==> src/rtl/lfsr_pkg.sv <==
// Shared constants for the LFSR digit generator: maximal-length tap masks
// and FSM state encoding.
package lfsr_pkg;
  localparam logic [3:0]  TAPS_4  = 4'hC;
  localparam logic [7:0]  TAPS_8  = 8'hB8;
  localparam logic [15:0] TAPS_16 = 16'hD008;
  localparam logic [31:0] TAPS_32 = 32'h80200003;

  typedef enum logic {
    IDLE   = 1'b0,
    SEARCH = 1'b1
  } state_t;
endpackage

==> src/rtl/lfsr_core.sv <==
// Free-running Fibonacci LFSR with runtime reseed; an all-zero seed is
// replaced by SEED so the register can never lock up.
module lfsr_core #(
  parameter int                LFSR_W = 16,
  parameter logic [LFSR_W-1:0] TAPS   = 16'hD008,
  parameter logic [LFSR_W-1:0] SEED   = 16'h0009,
  parameter int                OUT_W  = 4
) (
  input  logic              clk,
  input  logic              reset,
  input  logic              i_seed_load,
  input  logic [LFSR_W-1:0] i_seed,
  output logic [OUT_W-1:0]  o_cand
);
  logic [LFSR_W-1:0] r_lfsr;
  logic              w_fb;

  assign w_fb   = ^(r_lfsr & TAPS);
  assign o_cand = r_lfsr[OUT_W-1:0];

  always_ff @(posedge clk) begin
    if (!reset)
      r_lfsr <= SEED;
    else if (i_seed_load)
      r_lfsr <= (i_seed == '0) ? SEED : i_seed;
    else
      r_lfsr <= {r_lfsr[LFSR_W-2:0], w_fb};
  end
endmodule

==> src/rtl/lfsr_digit_gen.sv <==
// Bounded-latency random value generator: rejection-samples LFSR values onto
// 0..MAX_VAL with optional no-immediate-repeat and a deterministic fallback.
module lfsr_digit_gen
  import lfsr_pkg::*;
#(
  parameter int                LFSR_W    = 16,
  parameter logic [LFSR_W-1:0] TAPS      = TAPS_16,
  parameter logic [LFSR_W-1:0] SEED      = 16'h0009,
  parameter int                OUT_W     = 4,
  parameter int                MAX_VAL   = 9,
  parameter bit                NO_REPEAT = 1'b1,
  parameter int                MAX_TRIES = 8
) (
  input  logic              clk,
  input  logic              reset,
  input  logic              seed_load,
  input  logic [LFSR_W-1:0] seed_in,
  input  logic              req,
  output logic              ready,
  output logic              rand_valid,
  output logic [OUT_W-1:0]  rand_num
);
  localparam int             TRY_W = $clog2(MAX_TRIES + 1);
  localparam logic [OUT_W-1:0] MAX_V = OUT_W'(MAX_VAL);

  if (LFSR_W < 3 || OUT_W > LFSR_W || MAX_VAL >= 2**OUT_W || MAX_VAL < 0 ||
      MAX_TRIES < 1 || SEED == '0) begin : g_param_chk
    $error("lfsr_digit_gen: illegal parameter combination");
  end

  state_t           r_state, w_next;
  logic [TRY_W-1:0] r_try, w_try_nxt;
  logic [OUT_W-1:0] r_rand_num, w_val, w_cand, w_fallback;
  logic             r_rand_valid, r_prev_valid, w_load, w_accept;

  lfsr_core #(.LFSR_W(LFSR_W), .TAPS(TAPS), .SEED(SEED), .OUT_W(OUT_W)) u_core (
    .clk        (clk),
    .reset      (reset),
    .i_seed_load(seed_load),
    .i_seed     (seed_in),
    .o_cand     (w_cand)
  );

  // r_rand_num doubles as the previous output; it only changes on an output.
  assign w_accept   = (w_cand <= MAX_V) &&
                      (!NO_REPEAT || !r_prev_valid || (w_cand != r_rand_num));
  assign w_fallback = !r_prev_valid ? '0 :
                      (r_rand_num == MAX_V) ? '0 : r_rand_num + OUT_W'(1);

  always_ff @(posedge clk) begin
    if (!reset) r_state <= IDLE;
    else        r_state <= w_next;
  end

  always_comb begin
    w_next    = r_state;
    w_try_nxt = r_try;
    w_load    = 1'b0;
    w_val     = w_cand;
    if (seed_load) begin
      w_next = IDLE;
    end else begin
      unique case (r_state)
        IDLE: if (req) begin
          w_try_nxt = TRY_W'(1);
          if (w_accept) begin
            w_load = 1'b1;
          end else if (MAX_TRIES == 1) begin
            w_load = 1'b1;
            w_val  = w_fallback;
          end else begin
            w_next = SEARCH;
          end
        end
        SEARCH: begin
          // r_try counts completed checks, so this cycle is check r_try+1.
          w_try_nxt = r_try + TRY_W'(1);
          if (w_accept) begin
            w_load = 1'b1;
            w_next = IDLE;
          end else if (r_try == TRY_W'(MAX_TRIES - 1)) begin
            w_load = 1'b1;
            w_val  = w_fallback;
            w_next = IDLE;
          end
        end
        default: w_next = IDLE;
      endcase
    end
  end

  always_comb begin
    ready = (r_state == IDLE);
  end

  always_ff @(posedge clk) begin
    if (!reset) begin
      r_try        <= '0;
      r_rand_num   <= '0;
      r_rand_valid <= 1'b0;
      r_prev_valid <= 1'b0;
    end else begin
      r_try        <= w_try_nxt;
      r_rand_valid <= w_load;
      if (w_load) begin
        r_rand_num   <= w_val;
        r_prev_valid <= 1'b1;
      end
    end
  end

  assign rand_valid = r_rand_valid;
  assign rand_num   = r_rand_num;
endmodule

==> config.mk <==
export PLATFORM = sky130hd
export DESIGN_NAME = lfsr_digit_gen
export DESIGN_NICKNAME = d
export VERILOG_FILES = /design/src/rtl/lfsr_pkg.sv /design/src/rtl/lfsr_core.sv /design/src/rtl/lfsr_digit_gen.sv
export SDC_FILE = /design/constraint.sdc
export NUM_CORES = 1
export LEC_CHECK = 0
export CELL_PAD_IN_SITES_DETAIL_PLACEMENT = 0
export CELL_PAD_IN_SITES_GLOBAL_PLACEMENT = 1
export CORE_MARGIN = 2
export CORE_UTILIZATION = 35
export CTS_CLUSTER_SIZE = 14
export DETAILED_ROUTE_END_ITERATION = 10
export GPL_ROUTABILITY_DRIVEN = 1
export GPL_TIMING_DRIVEN = 0
export HOLD_SLACK_MARGIN = 0.15
export PLACE_DENSITY_LB_ADDON = 0.1
export SLEW_MARGIN = 10
export SYNTH_ARGS = -nofsm -noshare
export SYNTH_HDL_FRONTEND = slang
export SYNTH_SLANG_ARGS = --single-unit
==> constraint.sdc <==
create_clock -name clk -period 1.7 [get_ports clk]
set_input_delay 0.51 -clock clk [delete_from_list [all_inputs] [get_ports clk]]
set_output_delay 0.51 -clock clk [all_outputs]
set_load 0.02 [all_outputs]
### Word-level counts from Yosys, hierarchy flattened

Cells that the tools add are included.

| word-level totals | value |
|---|---|
| register bits after elaboration | 27 |
| input bits | 20 |
| output and inout bits | 6 |
| word-level logic and storage cells | 44 |

| operators by class | value |
|---|---|
| $add $sub $neg | 2 |
| $lt $le $gt $ge | 1 |
| equality and inequality tests | 4 |
| mux-type cells | 21 |
| bitwise logic cells | 3 |
| reductions and logical operators | 7 |

Operator list:

| kind | number |
|---|---|
| $mux W16 | 2 |
| $mux W4 | 7 |
| $logic_not A16 Y1 | 1 |
| $reduce_xor A16 Y1 | 1 |
| $mux W1 | 9 |
| $add A4 B1 Y4 const B | 2 |
| $pmux W4 S2 | 1 |
| $eq A4 B3 Y1 const B | 1 |
| $eq A4 B4 Y1 const B | 1 |
| $le A4 B4 Y1 const B | 1 |
| $ne A4 B4 Y1 | 1 |
| $pmux W1 S2 | 2 |
| $not A1 Y1 | 3 |
| $ne A2 B2 Y1 const B | 1 |
| $reduce_and A2 Y1 | 1 |
| $reduce_or A2 Y1 | 1 |
| $logic_and A1 B1 Y1 | 1 |
| $logic_not A1 Y1 | 1 |
| $logic_or A1 B1 Y1 | 1 |

### Longest topological paths before layout

| logic depth | value |
|---|---|
| word-level depth | 7 |
| depth in mapped cells | 7 |
| gate-level depth less buffers | 7 |

### Cells and area by module

From an unflattened synthesis, not the netlist that was laid out.

| unflattened totals | value |
|---|---|
| cell total of the unflattened synthesis | 149 |
| area, all modules | 1,446.4 um2 |

Modules (own cells, without submodules):

| module | instances | cells each | area each (um2) | seq. area each (um2) |
|---|---|---|---|---|
| lfsr_digit_gen | 1 | 86 | 735.7 | 220.2 |
| lfsr_core | 1 | 63 | 710.7 | 320.3 |

### Least setup slack after synthesis

Ideal clock, no wire load.

| timing path | value |
|---|---|
| path type | input port to flip-flop |
| start | in seed_load |
| end | reg r_rand_num[1], in the netlist rand_num[1] |
| library setup time | 0.074 ns |
| arrival time | 1.541 ns |
| data required time | 1.626 ns |
| slack | 0.084 ns |
| stages | 5 |
| path buffers | 0 |
| cells stage by stage | and2b_4 > nand4_4 > o22a_1 > or3_1 > a31oi_1 |

| on the way | value |
|---|---|
| cells in the longest elaborated chain, start to end | 1 |
| elaborated cells between the ends (all ways) | 2 |
| those cells by class | 2 x mux |

RTL lines:

| element | line | source |
|---|---|---|
| start, declared | lfsr_digit_gen.sv:16 | `input logic seed_load,` |
| $mux W4 or $mux W1 (tied branches) | lfsr_digit_gen.sv:60 | `if (seed_load) begin` |
| end signal, assigned | lfsr_digit_gen.sv:106 | `r_rand_num <= w_val;` |
| end, declared | lfsr_digit_gen.sv:33 | `logic [OUT_W-1:0] r_rand_num, w_val, w_cand, w_fallback;` |

Parallel ways exist; a longest one is shown, timed or not.
A chain may end at the register's enable or synchronous reset.

### Worst setup path after layout

| timing path | value |
|---|---|
| start | in seed_load |
| end | reg r_rand_num[2], in the netlist rand_num[2] |

Same word-level chain as after synthesis.

==> impl_metrics.ini <==
[routing]
drt_iter0_markers = 42
drt_first_pass_iters = 4
drc = 0
routed_via_density = 5.02
vias = 1125
ant_nets = 0
drt_wl_total_um = 3080
wl_per_cell_um = 13.8

[power]
pwr-share-comb_pct = 18.6
seq_power_share_pct = 54.1
irDropWorstVdd_mv = 0.317
p_per_area_nw_per_um2 = 727
pwr-share-clk_pct = 27.3
p_leak_uw = 0.000726
internal-power_uw = 963
switching_share_pct = 26.2
switchingPower_uw = 343
p_total_uw = 1310

[timing]
hold_viol = 0
maxSlewViolCount = 0
fin_crit_sh_pct = 95.5
setup_viol = 0
finalHoldWorstSlack_ns = 0.497
max-slew-margin-rel_pct = 68.9
clock.fmax_mhz = 616
worstMarginPinSlew_ns = 0.467
rsz0062_at_grt = no
finalCriticalPeriod_ns = 1.62
skew_ns = 0.00208
setup_tns_ns = 0

[hold_path]
min_path_cells = 2
hold_path.class = flop to flop
hp-start = u_core.r_lfsr[13]
holdPathEnd = u_core.r_lfsr[14]

[floorplanning]
core_um2 = 3720
rows = 22
dieArea_um2 = 4450
die_height_um = 66.7
die_x_um = 66.7
initial_utilization_pct = 37.0
num_io_pins = 26

[synthesis]
syn-num-nets = 166
synth_area_per_cell_um2 = 9.62
ys_top_cells_by_area = dfxtp_1 39%, mux2i_1 12%, nor2b_1 7.7%
synthCells = 143
synthesis.area_um2 = 1380
synth.top_cell.area_share_pct = 39.3
ys_warn_count = 0
ys_seq_area_share_pct = 39.3
synth-seq-cells = 27
synth_largest_area_cell = dfxtp_1
yosysUniqueCellTypes = 42

[critical_path]
end_kind = flop
reg2reg_depth = 7
slowest_stage = and2b_4
r2r_slack_ns = 0.09
crit_buf_inv = 2
critPathKind = input pin to flop
crit_path_start_kind = input pin
crit_arrival_ns = 1.84
crit_path_max_incr_delay_ns = 0.29
rr_endpoint = rand_num[2]
cp_cell_sequence = clkdlybuf4s15_1, and2b_4, nand4_4, o22a_1, buf_4, o41ai_2, a21o_1
r2r_start = r_try[0]
crit_family = compound AO/OA/AOI/OAI gates
critPathRequiredTime_ns = 1.92
cp_max_fo = 4

[layout]
layout_common_cells = 21 x dfxtp_1, 17 x nor2b_1, 17 x clkdlybuf4s50_1
drive_gt1_share_pct = 17.0
area_growth_pct = 30.6
diodes = 0
stdcell_area_um2 = 1800
layout_commonest_cell = dfxtp_1
fin_nets = 200
fin_util_pct = 48.3
fill_cells = 388

[grt]
antenna_found_initial = 0
grt_pass1_vias = 1112
gr-usage-all-layers_pct = 14.9
grt_pass1_wl_um = 5010
grt_remaining_overflow = 0
grt_max_degree = 16

[placed_design]
hpwl_um = 2300
gp_congestion = 0.763
place_area_um2 = 1680
io_buffers = 24

[clocking]
cts_sinks = 27
worstSkewPairLatency_ns = 0.27
cts_tree = done
cts_max_level = 1
cts_hold_buf = 0
cts_buffer_depth = 2
numCtsBuffers = 3
clk_pin_slew_ns = 0.09
root_buffer = clkbuf_8

[run]
drv_cap = 0

[status]
status = completed
## power by group through the flow
stage | Combinational [uW] | Clock, uW | Sequential, uW
2_1_floorplan | 139 | 0 | 720
6_report | 243 | 357 | 706
5_1_grt | 269 | 406 | 712
4_1_cts | 241 | 381 | 706
3_5_place_dp | 241 | 0 | 720
3_3_place_gp | 238 | 0 | 718
## flip-flops by register name, indices dropped and copies added, names as in the netlist
register	flops
u_core.r_lfsr	16
rand_valid	1
rand_num	4
r_prev_valid	1
r_state	1
r_try	4
## timing repair
item                                    CTS  global route
endpoints found under the hold margin     0             0
resized for setup                        16             5
gates cloned                              0             0
endpoints found under the setup margin   20             5
pin swaps                                 4             5
buffers inserted                          4             1
## tightest hold or removal path: cells and delay by family, from the launching register on
kind,cells,cell delay [ns]
flip-flops,1,0.32
AND/OR/NAND/NOR,1,0.09
multiplexers,1,0.06
## worst max path at each step
stage	slack, ns	depth (start not counted)	end	from
final	0.08	7	rand_num[2]	seed_load
after global routing	0.007	7	rand_num[2]	r_try[0]
after global placement	-0.49	6	rand_num[1]	seed_load
after detailed placement	-0.51	6	rand_num[1]	seed_load
after CTS	0.0002	6	rand_num[1]	r_try[1]
after floorplan	0.08	5	rand_num[1]	seed_load
## cells in the mapped netlist, drive strengths merged
cell,n
nand4,2
a21oi,3
inv,5
nand2b,1
nand4b,1
mux2i,16
ha,3
and2b,1
a22oi,3
nand2,8
xor2,1
a21o,2
and2,1
o21ai,5
o211a,1
nor2,4
o22ai,3
mux2,1
o21bai,1
nor3,1
nand3b,1
xnor2,6
o22a,1
and4,1
a21boi,1
nor4,4
a31oi,1
o221ai,3
clkbuf,3
or3,1
o21a,3
o32ai,1
nand3,5
and3b,1
o41ai,1
buf,3
nor2b,17
dfxtp,27
## kinds of logic after synthesis
kind of cell / count (synthesis) / share of synthesized area, %
AO/OA/AOI/OAI: 29 / 14.7
XOR/XNOR: 7 / 5.00
adder cells (fa/ha/maj): 3 / 2.73
buffers and inverters: 11 / 3.73
flip-flops: 27 / 39.3
multiplexers: 17 / 12.5
AND/OR/NAND/NOR: 49 / 22.0
## per-layer routing
layer  global-route usage [%]  vias up  part of all wire (%)  wire [um]
li1                         -      582                     -          -
met4                     4.59        0                  0.55         17
met3                     2.53        2                   2.8         85
met2                     27.3       18                    50       1540
met1                     17.6      523                    47       1440
met5                        0        -                     0          0
## layout make-up
type,instances,area [um^2],area share (%)
Buffer,6,32.5,1.81
Clock buffer,3,41.3,2.30
Clock inverter,1,5.00,0.279
Inverter,5,18.8,1.05
Multi-Input combinational cell,105,820,45.6
Sequential cell,27,548,30.5
Tap cell,48,60.1,3.34
Timing Repair Buffer,29,270,15.1
## stage by stage
stage,cells,setup slack [ns]
detailed placement,215,-0.509
global placement,215,-0.485
finish,224,0.0766
global route,224,0.00689
CTS,223,0.000195
floorplan,143,0.0844
Note: power is estimated with default switching activity, not from simulation.
